`config.mk`:
```
export PLATFORM = sky130hd
export DESIGN_NAME = mealy_stream_decoder
export DESIGN_NICKNAME = d
export VERILOG_FILES = /design/src/rtl/mealy_stream_decoder.sv
export SDC_FILE = /design/constraint.sdc
export NUM_CORES = 1
export LEC_CHECK = 0
export CAP_MARGIN = 5
export CORE_MARGIN = 10
export CORE_UTILIZATION = 40
export DETAILED_ROUTE_END_ITERATION = 8
export PLACE_DENSITY = 0.68
export SLEW_MARGIN = 10
export SYNTH_ARGS = -nofsm -noshare
export SYNTH_HDL_FRONTEND = slang
export SYNTH_SLANG_ARGS = --single-unit
```
`constraint.sdc`:
```
create_clock -name clk -period 2.3 [get_ports clk]
set_input_delay 0.575 -clock clk [delete_from_list [all_inputs] [get_ports clk]]
set_output_delay 0.575 -clock clk [all_outputs]
set_load 0.05 [all_outputs]
```
`src/rtl/mealy_stream_decoder.sv`:
```
// mealy_stream_decoder
// ---------------------------------------------------------------------------
// Receive-side inverse of the three-state Mealy encoder (states A/B/C, reset
// state B). Accepts the encoder's serial Y stream on a valid/ready handshake,
// tracks the encoder state, recovers each X bit and packs the recovered bits
// LSB-first into W-bit words. Completed words are presented on a registered
// valid/ready output.
//
// Ports:
//   clk            clock, all logic on the rising edge
//   reset          synchronous active-high reset
//   sync           synchronous re-align: tracker to B, partial word discarded
//   y_valid, y_in  encoder Y bit stream input
//   y_ready        decoder accepts y_in this cycle (combinational)
//   word_valid     word_out holds a complete recovered word
//   word_out       recovered X bits, first-received bit in bit 0
//   word_ready     downstream takes word_out this cycle
//   tracker_state  mirrored encoder state: A=0, B=1, C=2
//   bit_count      number of bits held in the partial word
//   word_total     (only with MEALY_DEC_STATS_EN) wrapping count of words loaded
//
// Optional feature macro: MEALY_DEC_STATS_EN adds the word_total counter port.
// ---------------------------------------------------------------------------
module mealy_stream_decoder #(
    parameter int W = 8
) (
    input  logic                     clk,
    input  logic                     reset,
    input  logic                     sync,
    input  logic                     y_valid,
    input  logic                     y_in,
    output logic                     y_ready,
    output logic                     word_valid,
    output logic [W-1:0]             word_out,
    input  logic                     word_ready,
    output logic [1:0]               tracker_state,
    output logic [$clog2(W+1)-1:0]   bit_count
`ifdef MEALY_DEC_STATS_EN
    ,
    output logic [15:0]              word_total
`endif
);

    localparam int CW = $clog2(W+1);
    localparam logic [CW-1:0] LAST = CW'(W-1);

    typedef enum logic [1:0] {
        ST_A = 2'd0,
        ST_B = 2'd1,
        ST_C = 2'd2
    } state_t;

    state_t          r_state;
    state_t          w_state_next;
    logic [W-1:0]    r_shift;
    logic [W-1:0]    w_shift_set;
    logic [W-1:0]    r_word;
    logic [CW-1:0]   r_count;
    logic            r_valid;

    logic            w_acc;
    logic            w_x;
    logic            w_legal;
    logic            w_take;
    logic            w_last;

    // Only the word-completing bit has to wait for the output register;
    // partial bits are always taken.
    assign y_ready = !sync && (!r_valid || word_ready || (r_count != LAST));
    assign w_acc   = y_valid && y_ready;

    // Tracker: recover x from y and the mirrored encoder state, then step the
    // state with the recovered x exactly as the encoder did.
    always_comb begin
        w_state_next = r_state;
        w_x          = 1'b0;
        w_legal      = 1'b1;
        case (r_state)
            ST_A: begin
                w_x = ~y_in;
                if (w_acc) w_state_next = w_x ? ST_B : ST_A;
            end
            ST_B: begin
                w_x = ~y_in;
                if (w_acc) w_state_next = w_x ? ST_C : ST_A;
            end
            ST_C: begin
                w_x = y_in;
                if (w_acc) w_state_next = w_x ? ST_A : ST_B;
            end
            default: begin
                // Corrupted encoding: fall back to B, consume nothing.
                w_legal      = 1'b0;
                w_state_next = ST_B;
            end
        endcase
    end

    assign w_take = w_acc && w_legal;
    assign w_last = w_take && (r_count == LAST);

    // Shift register with the incoming bit placed at position bit_count.
    // When the last bit arrives this is the complete word.
    generate
        for (genvar gi = 0; gi < W; gi++) begin : g_shift
            localparam logic [CW-1:0] POS = CW'(gi);
            assign w_shift_set[gi] = (w_take && (r_count == POS)) ? w_x : r_shift[gi];
        end
    endgenerate

    // State register
    always_ff @(posedge clk) begin
        if (reset) begin
            r_state <= ST_B;
        end else if (sync) begin
            r_state <= ST_B;
        end else begin
            r_state <= w_state_next;
        end
    end

    // Word assembly and output register
    always_ff @(posedge clk) begin
        if (reset) begin
            r_shift <= '0;
            r_count <= '0;
            r_word  <= '0;
            r_valid <= 1'b0;
        end else begin
            // Drain first; a load in the same cycle overrides it below.
            if (r_valid && word_ready) begin
                r_valid <= 1'b0;
            end
            if (sync) begin
                r_shift <= '0;
                r_count <= '0;
            end else if (w_last) begin
                r_word  <= w_shift_set;
                r_valid <= 1'b1;
                r_shift <= '0;
                r_count <= '0;
            end else if (w_take) begin
                r_shift <= w_shift_set;
                r_count <= r_count + CW'(1);
            end
        end
    end

`ifdef MEALY_DEC_STATS_EN
    logic [15:0] r_total;

    // Counts word loads; survives sync, wraps naturally.
    always_ff @(posedge clk) begin
        if (reset) begin
            r_total <= '0;
        end else if (!sync && w_last) begin
            r_total <= r_total + 16'd1;
        end
    end

    assign word_total = r_total;
`endif

    assign word_valid    = r_valid;
    assign word_out      = r_word;
    assign tracker_state = r_state;
    assign bit_count     = r_count;

endmodule

```
Yosys cells after proc, flatten, opt, wreduce, memory -nomap -nowiden
Cells that the tools add are included.
- output and inout bits: 16
- register bits after elaboration: 23
- word-level logic and storage cells: 63
- memory bits (writable): 0
- bits of input ports: 6
- ROM bits: 0
- memories kept: 0
- bits in latches: 0
- $mul: 0
- reductions and logical operators: 25
- bitwise gates (word level): 2
- $add $sub $neg: 1
- magnitude comparators: 0
- muxes and demuxes: 18
- equality and inequality tests: 12
- shift-type cells: 0
- divide/modulo/power cells: 0
- operator list (kind ; count):
    4-bit by 3-bit equality test with 1-bit output (second input constant) ; 4
    1-bit two-way mux ; 13
    1-bit logical AND ; 12
    4-bit by 2-bit equality test with 1-bit output (second input constant) ; 2
    2-bit two-way mux ; 3
    2-bit OR reduction ; 3
    3-bit OR reduction ; 2
    4-bit by 1-bit adder with 4-bit output (second input constant) ; 1
    4-bit by 1-bit equality test with 1-bit output (second input constant) ; 1
    4-bit zero test ; 1
    4-bit by 3-bit != test with 1-bit output (second input constant) ; 1
    2-bit case mux with 2 select lines ; 1
    2-bit AND reduction ; 2
    2-bit by 1-bit equality test with 1-bit output (second input constant) ; 1
    2-bit equality test (second input constant) ; 1
    1-bit zero test ; 2
    2-bit zero test ; 1
    1-bit logical OR ; 2
    2-bit by 1-bit != test with 1-bit output (second input constant) ; 1
    2-bit != test (second input constant) ; 1
    1-bit NOT ; 2
    1-bit case mux with 2 select lines ; 1

Longest topological paths before layout
- depth after elaboration: 9
- depth in mapped cells: 6
- gate-level depth less buffers: 5

Worst setup path before layout
Ideal clock, no wire load.
- path type: reg2out
- start: reg r_count[0], in the netlist bit_count[0]
- end: out y_ready
- setup slack: -255 ps
- path buffers: 1
- stages on the path, launching flop included: 5
- required time: 1725 ps
- arrival: 1980 ps
- path through: dfxtp_1 > ha_1 > nor4bb_1 > clkbuf_1 > a21oi_1
- longest elaborated chain between the ends: 3
- RTL lines (item ; RTL line ; text):
    from (decl) ; 58 ; logic [CW-1:0] r_count;
    from (signal assigned) ; 144 ; r_count <= r_count + CW'(1);
    4-bit by 3-bit != test with 1-bit output ; 69 ; assign y_ready = !sync && (!r_valid || word_ready || (r_count != LAST));
    1-bit logical OR ; 69 ;
    1-bit logical AND ; 69 ;
    to (decl) ; 32 ; output logic y_ready,
Every way passes these cells.

Worst setup path in the final report
Same ends and word-level chain as after synthesis.

==> summary.txt <==
Synth
  • Post-Synth XOR/XNOR Area: 0
  • EDFF count, synth: 0
  • Netlist Area Pre-Place: around 0.0014 mm^2
  • Synth Area in Simple Gates: 0.239
  • Ys async rst share: 0
  • Multiplexer share of the synthesized area: 0.0212
  • Syn. warnings: 0
  • Area leader, netlist: dfxtp_1
  • Largest cells by area after synthesis: dfxtp_1 (31%), o41ai_2 (9.2%), o41ai_1 (8.7%), nor2b_1 (4.0%), ha_1 (3.5%)
  • Register area share after synthesis: 0.311
  • Area share of the largest cell type after synthesis: 0.311
  • Flops & latches, synth: 22
  • Synth Instances: 155
  • Ys flop type: dfxtp_1
  • Unique cell type count in the Yosys netlist: 35
  • Post-synthesis compound-gate area fraction: 0.313
  • Synth Area in Adders: 0.0353
  • Main combinational cell family by area after synthesis: compound AO/OA/AOI/OAI gates
  • Mapped Nets: about 170
  • Syn avg cell area: just over 9 um^2

Detailed routing
  • Wire per inst: about 17 um
  • DRT iter0 DRCs: roughly 110
  • Detailed-route DRC error count: 0
  • Via count: around 1400
  • Pre-antenna DRT Iters: 4
  • Routed Antenna Nets: 0
  • Final wirelength: between 3 and 4 mm
  • DR vias/cell: 6.04

Die
  • Core ar.: 0.00339 mm^2
  • Row count: 21
  • Die width: around 80 um
  • IO Count: 22
  • Die area: ~0.0063 mm^2
  • Initial Util: 0.418
  • Die H: 79.5 um

Finish
  • Diode count: 0
  • Total Nets Final: 190
  • # fillers: approximately 310
  • Post-route insts no fill: between 200 and 250
  • Share of layout cells above drive strength 1: 0.213
  • Final Util: 0.516
  • Area growth, synth to finish: 23.5%

STA
  • Worst-margin pin slew: 569 ps
  • Fmax: between 400 and 500 MHz
  • Final setup skew: around 3.5 ps
  • Crit path time final: approximately 2200 ps
  • Max-slew headroom: 0.618
  • Worst Slack Setup Final: around 140 ps
  • Endpoints failing setup: 0
  • RSZ-0062 raised after global routing: no
  • Part of the cycle the worst path needs: 0.939
  • Total negative setup slack: 0 ps
  • Slew Viols, Final: 0
  • Hold Vio Cnt, Final: 0

Place
  • Place WS: -37.6 ps
  • Cells after DPL: between 200 and 250
  • HPWL after detailed placement: approximately 2.8 mm
  • IO buf count: 21
  • Placer Congestion: between 0.8 and 0.9

Clock tree
  • Maximum clock insertion buffer count: 2
  • CTS tree: yes
  • TritonCTS Sinks: 22
  • H-tree levels: 1
  • Clk_lat worst skew: between 300 and 400 ps
  • Hold_buf cts: 0
  • Clock root cell: clkbuf_4
  • Clock-pin transition on the worst setup and hold timing paths: roughly 120 ps
  • Clock buffer count from CTS: 3

Worst setup path
  • Critical path class: flip-flop to output port
  • Startpoint Class: flip-flop
  • Max Fanout on Critical Path: 7
  • Register-to-register path setup slack: a little under 400 ps
  • CP required: ~1700 ps
  • Endpoint class of the critical path: output port
  • CP arrival: between 1500 and 2000 ps

Hold path
  • HP Class: flip-flop to flip-flop

Power and ir drop
  • P_leak: about 0.00064 uW
  • Sw frac: 0.268
  • Flop pwr share: 0.588
  • Sw Pwr: between 150 and 200 uW
  • Cell Int Power: 483 uW
  • Pwr/cell area: ~380 mW/mm^2
  • Total power: about 660 uW
  • Max IR drop VDD: 0.248 mV
  • Gate power share: 0.141
  • Clock network power share: 0.271

GRT
  • Antenna violations before repair: 0
  • First-pass GRT wire length: 6.65 mm
  • Number of global-route vias before repair: approximately 1400
  • Gr usage total: 0.128
  • Pin count of the biggest net entering global routing: 18
  • Grt total ovfl: 0

Status
  • Outcome: finished clean

Job
  • Max-cap violations: 0
[synthesized netlist by cell type (all sizes together), types with 3 or more instances]
library cell	count
clkbuf	13
a21oi	7
buf	4
nor2	7
dfxtp	22
nand3b	5
nor3	10
nand2b	4
nand2	3
a41oi	3
nor2b	9
and3b	4
o41ai	22
nor4	4
ha	4
a311oi	3
nor3b	3
inv	7
mux2i	3
[layout by cell type, fill, tap and decap left out, types with 4 or more instances in the layout]
cell	n
dfxtp_1	20
buf_4	19
clkdlybuf4s50_1	15
o41ai_1	14
nor3_1	10
nor2b_1	9
o41ai_2	8
inv_1	7
nor2_1	7
a21oi_1	6
nand3b_1	5
nand2b_1	4
and3b_1	4
nor4_1	4
[layer usage]
layer	share of wire	global-route usage
met4	0.011	0.0412
met1	0.44	0.148
met2	0.49	0.218
met3	0.065	0.0417
met5	0	0
[through the flow]
stage | hold slack [ps] | instance area (um^2)
3_3_place_gp | 512 | 1710
5_1_grt | 549 | 1750
3_5_place_dp | 507 | 1710
4_1_cts | 528 | 1740
6_report | 527 | 1750
2_1_floorplan | 516 | 1420
[registers in the layout (all words and copies together), names as in the netlist]
register / count
bit_count: 4
tracker_state: 2
word_out: 8
word_valid: 1
r_shift: 7
[power groups by stage]
stage | Combinational (uW) | Clock, uW | Sequential [uW]
2_1_floorplan | 49.1 | 0 | 400
3_3_place_gp | 90.0 | 0 | 396
3_5_place_dp | 91.4 | 0 | 396
4_1_cts | 91.9 | 188 | 388
5_1_grt | 101 | 198 | 389
6_report | 93.0 | 179 | 388
[logic make-up after synthesis]
kind of cell | after synthesis
DFF | 22
adders and majority gates | 4
AOI/OAI and AO/OA | 47
and+or+nand+nor | 55
buffers and inverters | 24
muxes | 3
[path summary, 6_finish.rpt]
| path | from | endpoint | depth (start not counted) |
|---|---|---|---|
| worst max-delay path | bit_count[0] | y_ready | 5 |
| worst min-delay path | word_valid | word_valid | 2 |
| worst max register to register | bit_count[0] | bit_count[3] | 6 |
| worst min register to register | word_valid | word_valid | 2 |
[critical path, stage by stage, from the launching register on]
cell,delay [ps]
dfxtp_2,400
ha_2,240
nor4bb_2,250
buf_4,170
a21oi_2,50
buf_6,150
[area by class of cell]
cell class,count,area [um^2],share of cell area
clock buffer,3,22.5,0.0129
inverter,7,26.3,0.0150
multi-input combinational,109,875,0.500
sequential,22,443,0.253
tap,46,57.6,0.0329
timing repair buffer,37,325,0.186
[timing repair]
| item | 4_1_cts | 5_1_grt |
|---|---|---|
| hold endpoints to repair | 0 | 0 |
| pin swaps | 1 | 0 |
| setup buffers | 0 | 0 |
| resized for setup | 2 | 3 |
| setup endpoints to repair | 1 | 2 |
(Power assumes the default switching activity.)
